$ cat config.mk
export PLATFORM = sky130hd
export DESIGN_NAME = data_sync_filter
export DESIGN_NICKNAME = d
export VERILOG_FILES = /design/src/rtl/sync_pkg.sv /design/src/rtl/sync_filter_ch.sv /design/src/rtl/data_sync_filter.sv
export SDC_FILE = /design/constraint.sdc
export NUM_CORES = 1
export LEC_CHECK = 0
export ABC_AREA = 1
export BUFFER_PORTS_ARGS = -buffer_cell sky130_fd_sc_hd__buf_4
export CORE_AREA = 2 2 74 76
export CTS_BUF_LIST = sky130_fd_sc_hd__clkbuf_4
export CTS_CLUSTER_SIZE = 40
export DETAILED_ROUTE_END_ITERATION = 8
export DIE_AREA = 0 0 76 78
export PLACE_DENSITY = 0.85
export REMOVE_ABC_BUFFERS = 1
export SLEW_MARGIN = 0
export SYNTH_ARGS = -nofsm -noshare
export SYNTH_HDL_FRONTEND = slang
export SYNTH_HIERARCHICAL = 1
export SYNTH_SLANG_ARGS = --single-unit
$ cat constraint.sdc
create_clock -name clk -period 3.1 [get_ports clk]
set_input_delay 0.31 -clock clk [delete_from_list [all_inputs] [get_ports clk]]
set_output_delay 0.31 -clock clk [all_outputs]
set_load 0.1 [all_outputs]
$ cat src/rtl/sync_pkg.sv
// Shared types and helpers for the multi-channel level synchronizer/filter.
// Edge-mode encoding is {fall_en, rise_en}.
package sync_pkg;

   typedef enum logic [1:0] {
      EDGE_NONE = 2'b00,
      EDGE_RISE = 2'b01,
      EDGE_FALL = 2'b10,
      EDGE_BOTH = 2'b11
   } edge_mode_e;

   // Counter must be able to hold FILTER_CNT-1 and still fit for FILTER_CNT=1.
   function automatic int cnt_width(input int filter_cnt);
      return $clog2(filter_cnt + 1);
   endfunction

endpackage

$ cat src/rtl/sync_filter_ch.sv
// One channel: SYNC_STAGE-flop synchronizer, FILTER_CNT glitch filter, rise/fall pulses.
// Latency din->dout SYNC_STAGE+FILTER_CNT cycles (+1 sampling); no backpressure, always accepts.
module sync_filter_ch
   import sync_pkg::*;
#(
   parameter int   SYNC_STAGE = 3,
   parameter int   FILTER_CNT = 4,
   parameter logic INIT_BIT   = 1'b0
) (
   input  logic clk,
   input  logic reset,
   input  logic din,
   output logic dout,
   output logic rise,
   output logic fall
);

   localparam int CW = cnt_width(FILTER_CNT);

   (* ASYNC_REG = "TRUE" *) logic [SYNC_STAGE-1:0] r_sync;
   logic [CW-1:0] r_cnt;
   logic          r_dout;
   logic          r_rise;
   logic          r_fall;
   logic          w_s;

   assign w_s = r_sync[SYNC_STAGE-1];

   always_ff @(posedge clk) begin
      if (reset) begin
         r_sync <= {SYNC_STAGE{INIT_BIT}};
         r_cnt  <= '0;
         r_dout <= INIT_BIT;
         r_rise <= 1'b0;
         r_fall <= 1'b0;
      end else begin
         r_sync <= {r_sync[SYNC_STAGE-2:0], din};
         r_rise <= 1'b0;
         r_fall <= 1'b0;
         // Any sample matching the current level restarts the qualification run.
         if (w_s == r_dout) begin
            r_cnt <= '0;
         end else if (r_cnt == CW'(FILTER_CNT - 1)) begin
            r_dout <= w_s;
            r_cnt  <= '0;
            r_rise <= w_s;
            r_fall <= ~w_s;
         end else begin
            r_cnt <= r_cnt + 1'b1;
         end
      end
   end

   assign dout = r_dout;
   assign rise = r_rise;
   assign fall = r_fall;

endmodule

$ cat src/rtl/data_sync_filter.sv
// Multi-channel synchronizer + glitch filter with edge-qualified sticky events and maskable irq.
// Sticky bit one cycle after the edge pulse, irq combinational from registers; no backpressure.
module data_sync_filter
   import sync_pkg::*;
#(
   parameter int                NUM_CH     = 8,
   parameter int                SYNC_STAGE = 3,
   parameter int                FILTER_CNT = 4,
   parameter logic [NUM_CH-1:0] INIT_VAL   = '0
) (
   input  logic                  clk,
   input  logic                  reset,
   input  logic [NUM_CH-1:0]     din,
   input  logic [2*NUM_CH-1:0]   edge_mode,
   input  logic [NUM_CH-1:0]     evt_clr,
   input  logic [NUM_CH-1:0]     irq_en,
   output logic [NUM_CH-1:0]     dout,
   output logic [NUM_CH-1:0]     rise,
   output logic [NUM_CH-1:0]     fall,
   output logic [NUM_CH-1:0]     evt_sticky,
   output logic                  irq
);

   logic [NUM_CH-1:0] w_evt;
   logic [NUM_CH-1:0] r_sticky;

   for (genvar i = 0; i < NUM_CH; i++) begin : g_ch
      edge_mode_e w_mode;

      sync_filter_ch #(
         .SYNC_STAGE (SYNC_STAGE),
         .FILTER_CNT (FILTER_CNT),
         .INIT_BIT   (INIT_VAL[i])
      ) u_ch (
         .clk   (clk),
         .reset (reset),
         .din   (din[i]),
         .dout  (dout[i]),
         .rise  (rise[i]),
         .fall  (fall[i])
      );

      assign w_mode   = edge_mode_e'(edge_mode[2*i +: 2]);
      assign w_evt[i] = (rise[i] & ((w_mode == EDGE_RISE) || (w_mode == EDGE_BOTH))) |
                        (fall[i] & ((w_mode == EDGE_FALL) || (w_mode == EDGE_BOTH)));
   end

   // A new event overrides a clear arriving in the same cycle.
   always_ff @(posedge clk) begin
      if (reset) begin
         r_sticky <= '0;
      end else begin
         r_sticky <= w_evt | (r_sticky & ~evt_clr);
      end
   end

   assign evt_sticky = r_sticky;
   assign irq        = |(r_sticky & irq_en);

endmodule

==> results of run 1 <==
-- routing by layer --
layer	routed length, um	vias up
li1	-	1220
met1	2250	1029
met2	2690	72
met3	349	8
met4	88	0
met5	0	-
-- worst max-delay path, cell delays in order, from the launching register on --
cell and delay, ns:
dfxtp_1 0.36, nand2_1 0.07, nand2_1 0.10, nor2_1 0.05
nand2_1 0.05, buf_4 0.28
-- where the power goes --
| part | leakage [nW] | total, mW | internal, mW | switching (mW) |
|---|---|---|---|---|
| Clock | 0.0980 | 0.750 | 0.415 | 0.335 |
| Sequential | 0.649 | 1.05 | 1.04 | 0.00667 |
| Combinational | 0.986 | 0.0752 | 0.0425 | 0.0328 |
-- per-stage QoR --
step	power, mW	instance area, um^2
4_1_cts	1.90	3710
5_1_grt	1.94	3710
2_1_floorplan	1.09	2890
3_5_place_dp	1.15	3530
6_report	1.87	3710
3_3_place_gp	1.14	3530
-- cells by family after synthesis --
group | after synthesis | synth area share [%]
compound gates | 16 | 2.77
flops | 80 | 55.3
buf+inv | 81 | 10.5
simple gates | 159 | 24.4
fa+ha+maj | 16 | 6.92
-- synthesized netlist by cell type (all sizes together) --
cell	count	area share, %
o21ai	8	1.4
nor3	16	2.8
dfxtp	80	55
nor2	74	9.6
ha	16	6.9
nand4	8	3.5
a21oi	8	1.4
buf	1	0.17
inv	80	10
nand2	61	8.6
-- registers in the layout (all words and copies together) (netlist names) --
register	flops
evt_sticky	8
g_ch.u_ch/r_cnt	24
g_ch.u_ch/r_sync	24
g_ch.u_ch/fall	8
g_ch.u_ch/dout	8
g_ch.u_ch/rise	8
-- cell type report --
class / instances / area, um^2
Fill cell: 398 / 1330
Inverter: 80 / 300
Timing Repair Buffer: 74 / 556
Clock inverter: 6 / 108
Multi-Input combinational cell: 191 / 987
Sequential cell: 80 / 1600
Tap cell: 70 / 87.6
Clock buffer: 10 / 75.1
-- path summary, 6_finish.rpt --
check | endpoint | slack (ns) | cells after the start
max | irq | 1.46 | 5
min | g_ch[5].u_ch/r_sync[0]$_SDFF_PP0_ | 0.09 | 3
max reg2reg | g_ch[1].u_ch/r_cnt[1]$_SDFF_PP0_ | 1.95 | 5
min reg2reg | g_ch[1].u_ch/r_sync[2]$_SDFF_PP0_ | 0.41 | 2
==> run metrics, run 1 <==
run status complete, no violations; Max Cap Violations 0; placed insts 495; setup_tns 0 ns; largest net degree at the start of global routing 41; Vias 2329; routability cong. 0.679; fin util 73.7%; commonest non-fill, non-tap cells in the layout dfxtp_1 (80), nor2_1 (74), buf_4 (74), inv_1 (72), nand2_1 (53); Worst Skew 0.00848 ns; Initial Util 57.4%; sequential element share of the synthesized area 55.3%; Worst R2R Start g_ch[1].u_ch/r_cnt[0]$_SDFF_PP0_; Crit. Startpoint evt_sticky[7]$_SDFF_PP0_; Min-Delay Path Class primary input to flop; Synth Cell Area 0.00289 mm^2; H-tree depth 3; Post-Layout Cell Count 511; PostCTS Resize Cnt 0; M1 GR Usage 20.7%; CP Capture Type output port; Synth Warn # 6; most common cell after layout, fill and taps aside dfxtp_1; CTS Root Cell clkbuf_4; diode count 0; Tmin final 1.64 ns; CTS tree yes; critical path data required time 2.79 ns; Synth Area per Inst 8.22 um^2; I/O Buffers 74; drt first-iter violations 81; area of the core 0.00504 mm^2; worst slack, placed 1.84 ns; vias in the first global route 2212; wire length of the first global-routing pass 9110 um; post-route ant nets 0; drt pass-1 iters 4; antenna violations before repair 0; critical path startpoint category flop; cell count after synthesis 352; worst vdd ir 0.354 mV; Worst-Skew Late Latency 0.41 ns; clock slew at reported path FFs 0.12 ns; met3 Use GR 6.05%; DR DRC count 0; io pins 75; hpwl dp 3980 um; nets 494; DIE AREA 0.00593 mm^2; grt ovf 0; TritonCTS Buffers 9; post-CTS setup buffer count 0; GRT Resource Usage Total 19.5%; RSZ-0062 raised after global routing false; Die Ht 78 um; Setup-failing EPs final 0; Hold Buf Count CTS 0; period utilization 52.8%; Power Density 504 mW/mm^2; routed len/inst 10.5 um; LEAKAGE 1.73 nW; kind of critical path flop to output port; Setup WS post-layout 1.46 ns; row count 26; drt total wl 5380 um; hold slack final 0.0940 ns; clock sinks 80; grt peak-use layer met2; Final Hold Vio Count 0; Yosys reg bits 80; CTS max path bufs 2; DR vias/cell 4.56; critical-path maximum fanout 3; Worst Tran Pin Value 0.404 ns; highest clock rate 611 MHz; post-synth cell types 12; Area Overhead vs Synth 28.4%; Worst slew margin 73.1%; Worst Path Arrival 1.33 ns; HP Start din[5]; Slew Viols, Final 0; met2 GRT Util 35.4%; die width 76 um; layout cell share with drive strength beyond 1 25.6%
No activity file was read; power rests on OpenSTA's default activity.
==> inputs of run 2 (changes only) <==
--- a/config.mk
+++ b/config.mk
@@ -5,14 +5,14 @@
 export SDC_FILE = /design/constraint.sdc
 export NUM_CORES = 1
 export LEC_CHECK = 0
-export ABC_AREA = 1
+export ABC_AREA = 0
 export BUFFER_PORTS_ARGS = -buffer_cell sky130_fd_sc_hd__buf_4
-export CORE_AREA = 2 2 74 76
+export CORE_AREA = 2 2 80 82
 export CTS_BUF_LIST = sky130_fd_sc_hd__clkbuf_4
 export CTS_CLUSTER_SIZE = 40
 export DETAILED_ROUTE_END_ITERATION = 8
-export DIE_AREA = 0 0 76 78
-export PLACE_DENSITY = 0.85
+export DIE_AREA = 0 0 82 84
+export PLACE_DENSITY = 0.75
 export REMOVE_ABC_BUFFERS = 1
 export SLEW_MARGIN = 0
 export SYNTH_ARGS = -nofsm -noshare
==> constraint.sdc (replaced) <==
create_clock -name clk -period 1.32 [get_ports clk]
set_input_delay 0.132 -clock clk [delete_from_list [all_inputs] [get_ports clk]]
set_output_delay 0.132 -clock clk [all_outputs]
set_load 0.1 [all_outputs]
==> run 2 against run 1 <==
The flow now finishes with violations (negative setup slack). Global-route usage fell by 4.3 points. Final cell count down 20%. Clock skew up 0.0045 ns. Sequential cell count stayed put. First-iteration DRC count grew 4.9%. Critical endpoint unchanged. Largest cell class unchanged. Largest power group unchanged.
==> run metrics, run 2 <==
number of synthesized flops with an enable pin 0 (unchanged); Area Overhead vs Synth 40.1%; top-count cell post-synth dfxtp_1; Min-Delay Path Class primary input to flop; Synth Area per Inst 12.6 um^2 (+53%); diode count 0 (unchanged); largest area contributor in the netlist dfxtp_1; CTS tree yes; drt first-iter violations 85 (+4.9%); I/O Buffers 74 (unchanged); Area contributors post-synth dfxtp_1 (57%), and4bb_2 (7.2%), ha_1 (7.2%); fin util 64.1% (-9.5 points); row count 29 (+12%); antenna violations before repair 0 (unchanged); failing checks negative setup slack; H-tree depth 3 (unchanged); Post-synth ARST share 0% (unchanged); worst vdd ir 0.702 mV (+98%); Power Density 1090 mW/mm^2 (+120%); io pins 75 (unchanged); commonest non-fill, non-tap cells in the layout dfxtp_1 (77), buf_4 (65), nor2b_1 (24), dlygate4sd3_1 (19), and4bb_2 (16); Final Hold Vio Count 0 (unchanged); placed insts 374 (-24%); Worst Tran Pin Value 0.354 ns (-0.0506 ns); routed len/inst 12.2 um (+16%); most common cell after layout, fill and taps aside dfxtp_1; highest clock rate 694 MHz; GRT Resource Usage Total 15.2% (-4.3 points); Pint 3.38 mW (+130%); CP Capture Type output port; power share of the clock group 36.8% (-3.2 points); Yosys reg bits 80 (unchanged); drt pass-1 iters 4 (unchanged); Worst Path Arrival 1.31 ns (-0.02 ns); vias in the first global route 1889 (-15%); largest net degree at the start of global routing 35 (-15%); sequential element share of the synthesized area 57.4% (+2.0 points); Filler cells 479 (+20%); CTS Root Cell clkbuf_4; Synth top cells by count dfxtp_1 (80), nor2b_1 (24), and4bb_2 (16), ha_1 (16), nor4_1 (16); Worst slew margin 76.3% (+3.2 points); wire length of the first global-routing pass 7910 um (-13%); Initial Util 45.8% (-12 points); Synth Cell Area 0.00279 mm^2 (-3.5%); RSZ-0062 raised after global routing true; hold slack final 0.0269 ns (-0.0671 ns); Setup-failing EPs final 1 (+1); critical path startpoint category flop; CTS max path bufs 2 (unchanged); clock sinks 80 (unchanged); kind of critical path flop to output port; LEAKAGE 1.55 nW (-10%); post-route ant nets 0 (unchanged); layout cell share with drive strength beyond 1 38.4% (+13 points); Worst-Skew Late Latency 0.41 ns (about the same); critical path data required time 1.19 ns (-1.60 ns); routability cong. 0.688 (+1.3%); main flop type after synthesis dfxtp_1; Post-Layout Cell Count 410 (-20%); Die Ht 84 um (+7.7%); post-synth cell types 16 (+4); die width 82 um (+7.9%); Setup WS post-layout -0.121 ns (-1.58 ns); Max Cap Violations 0 (unchanged); area of the core 0.00610 mm^2 (+21%); switching fraction of total power 20.6% (+0.67 points); total power 4.26 mW (+130%); run status finished, violations left; Synth top area share 57.4% (+2.0 points); DIE AREA 0.00689 mm^2 (+16%); cell count after synthesis 222 (-37%); switching pwr 0.880 mW (+140%); period utilization 109%; combinational group share of total power 5.5% (+1.5 points); Tmin final 1.44 ns; DR DRC count 0 (unchanged); Slew Viols, Final 0 (unchanged); critical-path maximum fanout 2 (-1); Worst Skew 0.0129 ns (+0.00445 ns); setup_tns -0.121 ns (-0.121 ns); Top Registers g_ch.u_ch/r_cnt (24), g_ch.u_ch/r_sync (24); register share of total power 57.7% (+1.7 points); Vias 2013 (-14%); TritonCTS Buffers 9 (unchanged); hpwl dp 3300 um (-17%); clock slew at reported path FFs 0.12 ns (about the same); nets 386 (-22%); DR vias/cell 4.91 (+7.7%); drt total wl 5010 um (-6.9%); grt ovf 0 (unchanged); Synth Warn # 6 (unchanged)
-- run 2: cell count changes in the layout (fill, tap and decap cells not counted), moves of 9 or more --
cell / previous run / this run
nor2b_1: 0 / 24
inv_1: 72 / 8
nor2_1: 74 / 8
and4bb_2: 0 / 16
nor3_1: 16 / 0
nand2_1: 53 / 0
dlygate4sd3_1: 0 / 19
nor4_1: 0 / 15
buf_4: 74 / 65
a22oi_1: 0 / 9
-- run 2: worst max-delay path, cell delays in order, from the launching register on --
cell	delay, ns
dfxtp_2	0.34
a22oi_2	0.18
nand4_1	0.17
buf_12	0.21
-- run 2: timing repair --
item | CTS | global route
buffers inserted | 1 | 0
setup endpoints to repair | 1 | 12
gates resized for setup | 6 | 15
hold buffers | 19 | 0
pin swaps | 2 | 1
hold endpoints to repair | 18 | 0
-- run 2: cell families after synthesis --
kind of cell	count (synthesis)	synth area share, %
compound gates	20	5.20
xor+xnor	8	2.51
fa+ha+maj	16	7.17
buf+inv	9	1.34
flops	80	57.4
mux	8	2.87
simple gates	81	23.5
-- run 2: power by group through the flow --
stage,Sequential [mW],Combinational [mW],Clock (mW)
6_report,2.46,0.236,1.57
5_1_grt,2.46,0.254,1.73
4_1_cts,2.46,0.236,1.63
3_5_place_dp,2.51,0.191,0
3_3_place_gp,2.51,0.187,0
2_1_floorplan,2.51,0.0451,0
-- run 2: through the flow --
step           setup WS, ns  area (um^2)
6_report             -0.121         3910
5_1_grt              -0.190         3910
4_1_cts              -0.150         3850
3_5_place_dp          0.118         3480
3_3_place_gp          0.200         3480
2_1_floorplan        -0.793         2780
-- run 2: metal layers --
layer  global-route usage, %  vias to the layer above  wire length [um]
met5                       0                        -                 0
met4                    7.73                        0                92
met3                    4.65                        9               366
met2                    25.3                       52              2450
met1                    17.0                      929              2100
li1                        -                     1023                 -
-- run 2: final timing paths --
check | from | end | slack [ns] | cells past startpoint
worst max-delay path | evt_sticky[2]$_SDFF_PP0_ | irq | -0.12 | 3
worst min-delay path | edge_mode[7] | evt_sticky[3]$_SDFF_PP0_ | 0.03 | 3
worst max register to register | g_ch[1].u_ch/rise$_SDFF_PP0_ | evt_sticky[1]$_SDFF_PP0_ | 0.06 | 3
worst min register to register | g_ch[1].u_ch/r_cnt[0]$_SDFF_PP0_ | g_ch[1].u_ch/r_cnt[0]$_SDFF_PP0_ | 0.43 | 1
-- run 2: area by class of cell --
type | instances | area [um^2] | area share (%)
clock inverter | 6 | 83.8 | 2.14
sequential | 80 | 1610 | 41.1
multi-input combinational | 133 | 1180 | 30.1
timing repair buffer | 96 | 843 | 21.6
inverter | 8 | 30.0 | 0.768
tap | 77 | 96.3 | 2.46
clock buffer | 10 | 75.1 | 1.92
